`src/rtl/pulse_rate_meter.sv`:
```
`default_nettype none
// ============================================================================
// Module   : pulse_rate_meter
// Purpose  : Counts rising edges of a synchronized event over a fixed gate
//            window and holds the last result behind a valid/ack handshake.
// Revision : 1.0 - initial release
// ============================================================================
module pulse_rate_meter #(
    parameter int CNT_W       = 32,
    parameter int GATE_CYCLES = 50000000,
    parameter int GATE_W      = $clog2(GATE_CYCLES)
) (
    input  logic             CLK,
    input  logic             CLR_N,
    input  logic             en,
    input  logic             sync_pulse,
    input  logic             rd_ack,
    output logic [CNT_W-1:0] count_out,
    output logic             count_valid,
    output logic             count_sat,
    output logic             overrun,
    output logic             busy
);

    localparam logic [0:0]        c_idle      = 1'b0;
    localparam logic [0:0]        c_measure   = 1'b1;
    localparam logic [GATE_W-1:0] c_gate_last = GATE_W'(GATE_CYCLES - 1);
    localparam logic [CNT_W-1:0]  c_cnt_max   = '1;

    logic [0:0]        r_state;
    logic [0:0]        w_next_state;
    logic              r_prev;
    logic [GATE_W-1:0] r_gate_cnt;
    logic [CNT_W-1:0]  r_evt_cnt;
    logic              r_sat;

    logic              w_run;
    logic              w_win_end;
    logic              w_edge;
    logic              w_at_max;
    logic [CNT_W-1:0]  w_evt_next;
    logic              w_sat_next;

    always_ff @(posedge CLK or negedge CLR_N) begin
        if (!CLR_N) begin
            r_state <= c_idle;
        end else begin
            r_state <= w_next_state;
        end
    end

    // Dropping en in either state lands in IDLE; there is no other exit.
    always_comb begin
        w_next_state = r_state;
        case (r_state)
            c_idle:    w_next_state = en ? c_measure : c_idle;
            c_measure: w_next_state = en ? c_measure : c_idle;
            default:   w_next_state = c_idle;
        endcase
    end

    always_comb begin
        busy      = 1'b0;
        w_run     = 1'b0;
        w_win_end = 1'b0;
        if (r_state == c_measure) begin
            busy      = 1'b1;
            w_run     = en;
            w_win_end = en && (r_gate_cnt == c_gate_last);
        end
    end

    assign w_edge     = sync_pulse & ~r_prev;
    assign w_at_max   = (r_evt_cnt == c_cnt_max);
    assign w_evt_next = (w_edge && !w_at_max) ? r_evt_cnt + 1'b1 : r_evt_cnt;
    assign w_sat_next = r_sat | (w_edge & w_at_max);

    // Window end and abort both clear the counters; the next window starts
    // on the following cycle with no dead time.
    always_ff @(posedge CLK or negedge CLR_N) begin
        if (!CLR_N) begin
            r_prev     <= 1'b0;
            r_gate_cnt <= '0;
            r_evt_cnt  <= '0;
            r_sat      <= 1'b0;
        end else begin
            r_prev <= sync_pulse;
            if (w_run && !w_win_end) begin
                r_gate_cnt <= r_gate_cnt + 1'b1;
                r_evt_cnt  <= w_evt_next;
                r_sat      <= w_sat_next;
            end else begin
                r_gate_cnt <= '0;
                r_evt_cnt  <= '0;
                r_sat      <= 1'b0;
            end
        end
    end

    // A new result always wins over a simultaneous acknowledge.
    always_ff @(posedge CLK or negedge CLR_N) begin
        if (!CLR_N) begin
            count_out   <= '0;
            count_sat   <= 1'b0;
            count_valid <= 1'b0;
            overrun     <= 1'b0;
        end else if (w_win_end) begin
            count_out   <= w_evt_next;
            count_sat   <= w_sat_next;
            count_valid <= 1'b1;
            overrun     <= ~rd_ack & (overrun | count_valid);
        end else if (rd_ack) begin
            count_valid <= 1'b0;
            overrun     <= 1'b0;
        end
    end

endmodule
`default_nettype wire
```
`config.mk`:
```
export PLATFORM = sky130hd
export DESIGN_NAME = pulse_rate_meter
export DESIGN_NICKNAME = d
export VERILOG_FILES = /design/src/rtl/pulse_rate_meter.sv
export SDC_FILE = /design/constraint.sdc
export NUM_CORES = 1
export LEC_CHECK = 0
export ABC_AREA = 1
export ABC_CLOCK_PERIOD_IN_PS = 4850
export BUFFER_PORTS_ARGS = -buffer_cell sky130_fd_sc_hd__clkbuf_2
export CAP_MARGIN = 20
export CORE_ASPECT_RATIO = 1.4
export CORE_MARGIN = 5
export CORE_UTILIZATION = 30
export CTS_BUF_LIST = sky130_fd_sc_hd__clkbuf_8
export DETAILED_ROUTE_END_ITERATION = 8
export GPL_ROUTABILITY_DRIVEN = 0
export HOLD_SLACK_MARGIN = 0.08
export PLACE_DENSITY = 0.45
export SYNTH_ARGS = -nofsm -noshare
export SYNTH_HDL_FRONTEND = slang
export SYNTH_SLANG_ARGS = --single-unit
```
`constraint.sdc`:
```
create_clock -name CLK -period 4.85 [get_ports CLK]
set_input_delay 1.455 -clock CLK [delete_from_list [all_inputs] [get_ports CLK]]
set_output_delay 1.455 -clock CLK [all_outputs]
set_load 0.05 [all_outputs]
```
==> results of run 1 <==
==> flip-flops by register name, indices dropped and copies added, names as in the netlist <==
register	flops
count_out	32
count_sat	1
count_valid	1
overrun	1
r_evt_cnt	32
r_gate_cnt	26
r_prev	1
r_sat	1
r_state	1
==> stage by stage <==
step,setup slack [ns],hold WS (ns),util (%)
6_report,1.978,0.4836,33.84
5_1_grt,1.680,0.5066,33.84
4_1_cts,1.929,0.4892,33.79
3_5_place_dp,1.535,0.4655,32.65
3_3_place_gp,1.593,0.4608,32.65
2_1_floorplan,2.255,0.4452,-
==> report_power, final <==
| group | switching, mW | leakage (nW) | total [mW] | internal, mW |
|---|---|---|---|---|
| Sequential | 0.00171 | 1.34 | 0.804 | 0.802 |
| Clock | 0.293 | 0.111 | 0.540 | 0.247 |
| Combinational | 0.0354 | 1.39 | 0.0421 | 0.00666 |
==> worst max-delay path by stage <==
stage                                 startpoint                   endpoint  slack, ns  cells past startpoint
after detailed placement                      en    r_evt_cnt[30]$_DFF_PN0_       1.53                     11
after floorplan                               en    r_evt_cnt[24]$_DFF_PN0_       2.25                     11
final                                         en     r_evt_cnt[1]$_DFF_PN0_       1.98                     11
after global placement                        en            r_sat$_DFF_PN0_       1.59                     11
after CTS                 r_evt_cnt[0]$_DFF_PN0_  count_out[11]$_DFFE_PN0P_       1.93                     11
after global routing      r_evt_cnt[0]$_DFF_PN0_   count_out[3]$_DFFE_PN0P_       1.68                     11
==> cells in the final DEF (no fill, tap or decap), types with 4 or more instances in the layout <==
cell      count
xnor2_1       9
xor2_1       13
clkbuf_8     10
buf_4         7
dfrtp_1      96
inv_1        60
nor2_1       94
nand4_1      17
nor3_1       17
nand3b_1     17
nand2_1     274
nor2_4        4
clkbuf_2     39
inv_2         7
a21oi_1      33
nand3_1      24
==> cell type report <==
cell class              instances  area, µm²  area share [%]
flip-flops and latches         96       2402           42.39
multi-input cells             516       2335           41.20
well taps                     203      254.0           4.482
repair buffers                 46      247.7           4.372
inverters                      63      236.5           4.173
clock buffers                  10      137.6           2.429
clock inverters                 6      53.80          0.9494
==> worst max-delay path, delay by kind of cell <==
kind	cells	cell delay, ns
buffers and inverters	4	0.72
AND/OR/NAND/NOR	7	0.93
==> kinds of logic (layout without fill, tap and decap cells) <==
kind of cell             Yosys count  after routing  share of synthesized area (%)
AO/OA/AOI/OAI                     37             37                          3.705
XOR/XNOR                          22             22                          3.778
adder cells (fa/ha/maj)            2              2                         0.4906
buffers and inverters             81            125                          7.115
flip-flops                        96             96                          47.10
AND/OR/NAND/NOR                  455            455                          37.81
==> routing by layer <==
layer / up-vias / routed length, µm / GRT usage [%] / share of wire [%]
li1: 2232 / - / - / -
met1: 2095 / 5592 / 16.24 / 43
met2: 55 / 6847 / 26.14 / 53
met3: 14 / 382 / 2.997 / 2.9
met4: 0 / 195 / 4.273 / 1.5
met5: - / 0 / 0 / 0
==> metrics.csv, run 1 <==
metric,value,unit
synth-edff-count,0,
cts_hold_repair.buffers,0,
cts.clk_slew.worst_paths,0.09,ns
rsz0062_at_grt,no,
power.leakage,2.841,nW
fin_crit,2.872,ns
yosysTopAreaCell,dfrtp_1,
yosysUniqueCellTypes,26,
core,16750,µm²
worstReg2RegStart,r_evt_cnt[0]$_DFF_PN0_,
hpwl,9263,µm
cts.sinks,96,
place_area,5468,µm²
r2r_setup_slack,1.99,ns
post_drt_wl_per_cell,13.85,µm
finalPower,1.386,mW
drc,0,
finalMaxSlewViolations,0,
tns,0,ns
drt-initial-drc-count,222,
hp-class,reg -> reg,
reg2reg_to,count_out[11]$_DFFE_PN0P_,
endpoint_kind,flip-flop,
first_pass_iters,7,
syn-num-nets,700,
clk_latency,0.38,ns
cts_made_buffers,9,
slowest_delay,0.52,ns
critPathArrivalTime,3.12,ns
start_util,30.45,%
timing.final.crit_share,59.22,%
clock_skew,0.01304,ns
ys.flop_type,dfrtp_1,
syn_area,5100,µm²
vdd_drop_max,0.0001551,V
grt_pass1_vias,4476,
start_kind,primary input,
ys_ff_latch,96,
grt_antenna_before_repair,0,
worstSetupPathType,in -> reg,
cts_resized,0,
ys_top_cells_by_count,"nand2_1 (274), dfrtp_1 (96), nor2_1 (94)",
fin_nets,739,
h-tree-depth,3,
power_density,244.5,nW/µm²
slew_headroom,44.60,%
area_growth_syn_to_layout,11.11,%
grt_first_pass_wirelength,22170,µm
ys_seq_area_share,47.11,%
crit_chain,clkbuf_2 -> nand2_1 -> inv_1 -> nand4_1 -> nor2_1 -> nand2_1 -> nor2_4 -> inv_2 -> nand2_1 -> buf_4 -> nor2_1,
syn_area_per_cell,7.359,µm²
synthArstFlopShare,100.0,%
synthCells,693,
setup_viol,0,
hold_path.startpoint,count_out[27]$_DFFE_PN0P_,
vias,4396,
r2r_cells,11,
tightest_slew,0.8309,ns
dieArea,19740,µm²
antenna_left,0,
dp_cells,923,
die_h,164.3,µm
synth.area.top_cells,"dfrtp_1 (47%), nand2_1 (20%), nor2_1 (6.9%)",
grt_max_degree,62,
num_io_pins,41,
outcome,"complete, no violations",
final_cells,940,
port_buffers,40,
routed_wl,13020,µm
grt_overflow,0,
num_rows,56,
n_antenna_cell,0,
tritoncts,yes,
stdcell_area,5667,µm²
yosysMostFrequentCell,nand2_1,
fmax,348.2,MHz
slowest_stage,buf_4,
min_to,count_out[27]$_DFFE_PN0P_,
fill_cells,1835,
hold_viol,0,
via_per_inst,4.677,
cp_max_fo,41,
post_cts_buffers,0,
cts_root_buf,clkbuf_8,
die_w,120.2,µm
yosysWarningCount,0,
whs_path_depth,2,
drive_above_1_share,10.31,%
cts_max_path_buffers,2,
cp.required,5.10,ns
synth.top_cell.area_share,47.11,%
drv_cap,0,
crit_top_cell,nand2_1,
grt_usage,14.14,%
Note: power is estimated with default switching activity, not from simulation.
==> run 2, diff against run 1 <==
--- a/config.mk
+++ b/config.mk
@@ -6,7 +6,7 @@
 export NUM_CORES = 1
 export LEC_CHECK = 0
 export ABC_AREA = 1
-export ABC_CLOCK_PERIOD_IN_PS = 4850
+export ABC_CLOCK_PERIOD_IN_PS = 2800
 export BUFFER_PORTS_ARGS = -buffer_cell sky130_fd_sc_hd__clkbuf_2
 export CAP_MARGIN = 20
 export CORE_ASPECT_RATIO = 1.4
==> constraint.sdc (replaced) <==
create_clock -name CLK -period 2.8 [get_ports CLK]
set_input_delay 0.84 -clock CLK [delete_from_list [all_inputs] [get_ports CLK]]
set_output_delay 0.84 -clock CLK [all_outputs]
set_load 0.05 [all_outputs]
==> metrics.csv, run 2 (synthesis gave the netlist of run 1 again) <==
metric,value,unit,change
cp_max_fo,13,,was 41
fin_crit,2.024,ns,
r2r_setup_slack,0.78,ns,was 1.99 ns
first_pass_iters,4,,was 7
n_antenna_cell,0,,unchanged
fmax,494.1,MHz,
num_io_pins,41,,unchanged
endpoint_kind,flip-flop,,unchanged
num_rows,56,,unchanged
tightest_slew,0.4994,ns,was 0.8309 ns
grt_max_degree,48,,was 62
worstSetupPathType,reg -> reg,,was in -> reg
final_common_cell,nand2_1,,unchanged
grt_first_pass_wirelength,22360,µm,was 22170 µm
crit_chain,ha_1 -> nand3_2 -> inv_2 -> nand2_4 -> nor2_4 -> nand3_2 -> nand2_1 -> nand2_1 -> nand2_1 -> nand2_1 -> nand2_1,,was clkbuf_2 -> nand2_1 -> inv_1 -> nand4_1 -> nor2_1 -> nand2_1 -> nor2_4 -> inv_2 -> nand2_1 -> buf_4 -> nor2_1
clock_skew,0.01176,ns,was 0.01304 ns
drive_above_1_share,10.84,%,was 10.31%
cts_max_path_buffers,2,,unchanged
dp_cells,927,,was 923
core,16750,µm²,unchanged
worstReg2RegStart,r_evt_cnt[0]$_DFF_PN0_,,unchanged
cts_resized,0,,unchanged
via_per_inst,4.696,,was 4.677
h-tree-depth,3,,unchanged
final_cells,941,,was 940
start_util,30.45,%,unchanged
p_int,1.829,mW,was 1.055 mW
pwr-share-seq,58.1,%,was 58.0%
finalMaxSlewViolations,0,,unchanged
slew_headroom,66.63,%,was 44.60%
final_cell_mix,"nand2_1 (274), dfrtp_1 (96), nor2_1 (94), inv_1 (57), clkbuf_2 (39)",,"was nand2_1 (274), dfrtp_1 (96), nor2_1 (94), inv_1 (60), clkbuf_2 (39)"
drc,0,,unchanged
hold_viol,0,,unchanged
port_buffers,40,,unchanged
vdd_drop_max,0.0001632,V,was 0.0001551 V
routed_wl,12950,µm,was 13020 µm
post_drt_wl_per_cell,13.76,µm,was 13.85 µm
reg.largest.list,"count_out x32, r_evt_cnt x32, r_gate_cnt x26",,unchanged
grt_usage,14.13,%,was 14.14%
clk_latency,0.38,ns,about the same
area_growth_syn_to_layout,11.68,%,was 11.11%
grt_antenna_before_repair,0,,unchanged
grt_pass1_vias,4648,,was 4476
place_area,5510,µm²,was 5468 µm²
drv_cap,0,,unchanged
slowest_delay,0.39,ns,was 0.52 ns
cp.required,3.12,ns,was 5.10 ns
power.switching,0.5642,mW,was 0.3304 mW
hpwl,9576,µm,was 9263 µm
finalPower,2.393,mW,was 1.386 mW
grt_overflow,0,,unchanged
outcome,"complete, no violations",,unchanged
crit_top_cell,nand2_1,,unchanged
antenna_left,0,,unchanged
swShare,23.58,%,was 23.84%
cts_hold_repair.buffers,0,,unchanged
die_h,164.3,µm,unchanged
fill_cells,1800,,was 1835
die_w,120.2,µm,unchanged
vias,4419,,was 4396
clockPowerShare,38.7,%,was 39.0%
comb_power_share,3.1,%,was 3.0%
critPathArrivalTime,2.34,ns,was 3.12 ns
tritoncts,yes,,unchanged
cts.clk_slew.worst_paths,0.09,ns,about the same
post_cts_buffers,0,,unchanged
power_density,420.2,nW/µm²,was 244.5 nW/µm²
rsz0062_at_grt,no,,unchanged
stdcell_area,5695,µm²,was 5667 µm²
dieArea,19740,µm²,unchanged
start_kind,flip-flop,,was primary input
cts_root_buf,clkbuf_8,,unchanged
tns,0,ns,unchanged
r2r_cells,11,,unchanged
power.leakage,2.847,nW,was 2.841 nW
slowest_stage,dfrtp_1,,was buf_4
hp-class,in -> async,,was reg -> reg
cts_made_buffers,9,,unchanged
reg2reg_to,count_out[20]$_DFFE_PN0P_,,was count_out[11]$_DFFE_PN0P_
cts.sinks,96,,unchanged
fin_nets,742,,was 739
drt-initial-drc-count,170,,was 222
timing.final.crit_share,72.29,%,
setup_viol,0,,unchanged
## run 2: changes by cell type in the layout (fill, tap and decap cells not counted), sizes merged
cell | previous run | this run
clkinv | 1 | 2
inv | 67 | 64
buf | 7 | 10
## run 2: power by group through the flow
stage	clock, mW	sequential (mW)	combinational [mW]
finish	0.927	1.39	0.0750
global route	1.03	1.39	0.0886
CTS	0.971	1.39	0.0803
detailed placement	0	1.42	0.0805
global placement	0	1.42	0.0784
floorplan	0	1.42	0.0308
## run 2: area by class of cell
cell class,instances,area (µm²),share of cell area [%]
Tap cell,203,254.0,4.460
Clock inverter,4,47.55,0.8348
Clock buffer,10,137.6,2.417
Inverter,63,236.5,4.152
Multi-Input combinational cell,516,2335,40.99
Timing Repair Buffer,49,282.8,4.965
Sequential cell,96,2402,42.18
## run 2: worst max path at each step
stage          slack, ns  cells after the start                    from                   endpoint
3_5_place_dp        0.50                     10              sync_pulse  count_out[31]$_DFFE_PN0P_
4_1_cts             0.74                     11  r_evt_cnt[0]$_DFF_PN0_  count_out[13]$_DFFE_PN0P_
2_1_floorplan       0.82                     11                      en    r_evt_cnt[24]$_DFF_PN0_
3_3_place_gp        0.60                     10              sync_pulse  count_out[31]$_DFFE_PN0P_
6_report            0.78                     11  r_evt_cnt[0]$_DFF_PN0_  count_out[20]$_DFFE_PN0P_
5_1_grt             0.54                     11  r_evt_cnt[1]$_DFF_PN0_  count_out[11]$_DFFE_PN0P_
## run 2: metrics by stage
step	hold slack, ns	setup slack, ns	util (%)
after detailed placement	0.4651	0.5016	32.91
after floorplan	0.4452	0.8198	-
after global placement	0.4627	0.6006	32.91
final	0.3460	0.7760	34.01
after global routing	0.3471	0.5408	34.01
after CTS	0.3339	0.7418	34.01
## run 2: metal layers
metal	part of all wire, %	vias up	GRT usage, %
li1	-	2241	-
met1	44	2093	16.52
met2	51	62	25.51
met3	2.1	23	1.929
met4	2.8	0	6.514
met5	0	-	0
## run 2: critical path: cells and delay by family, from the launching register on
kind                     cells  cell delay [ns]
flip-flops                   1             0.39
AND/OR/NAND/NOR              9             1.20
adder cells (fa/ha/maj)      1             0.21
buffers and inverters        1             0.15
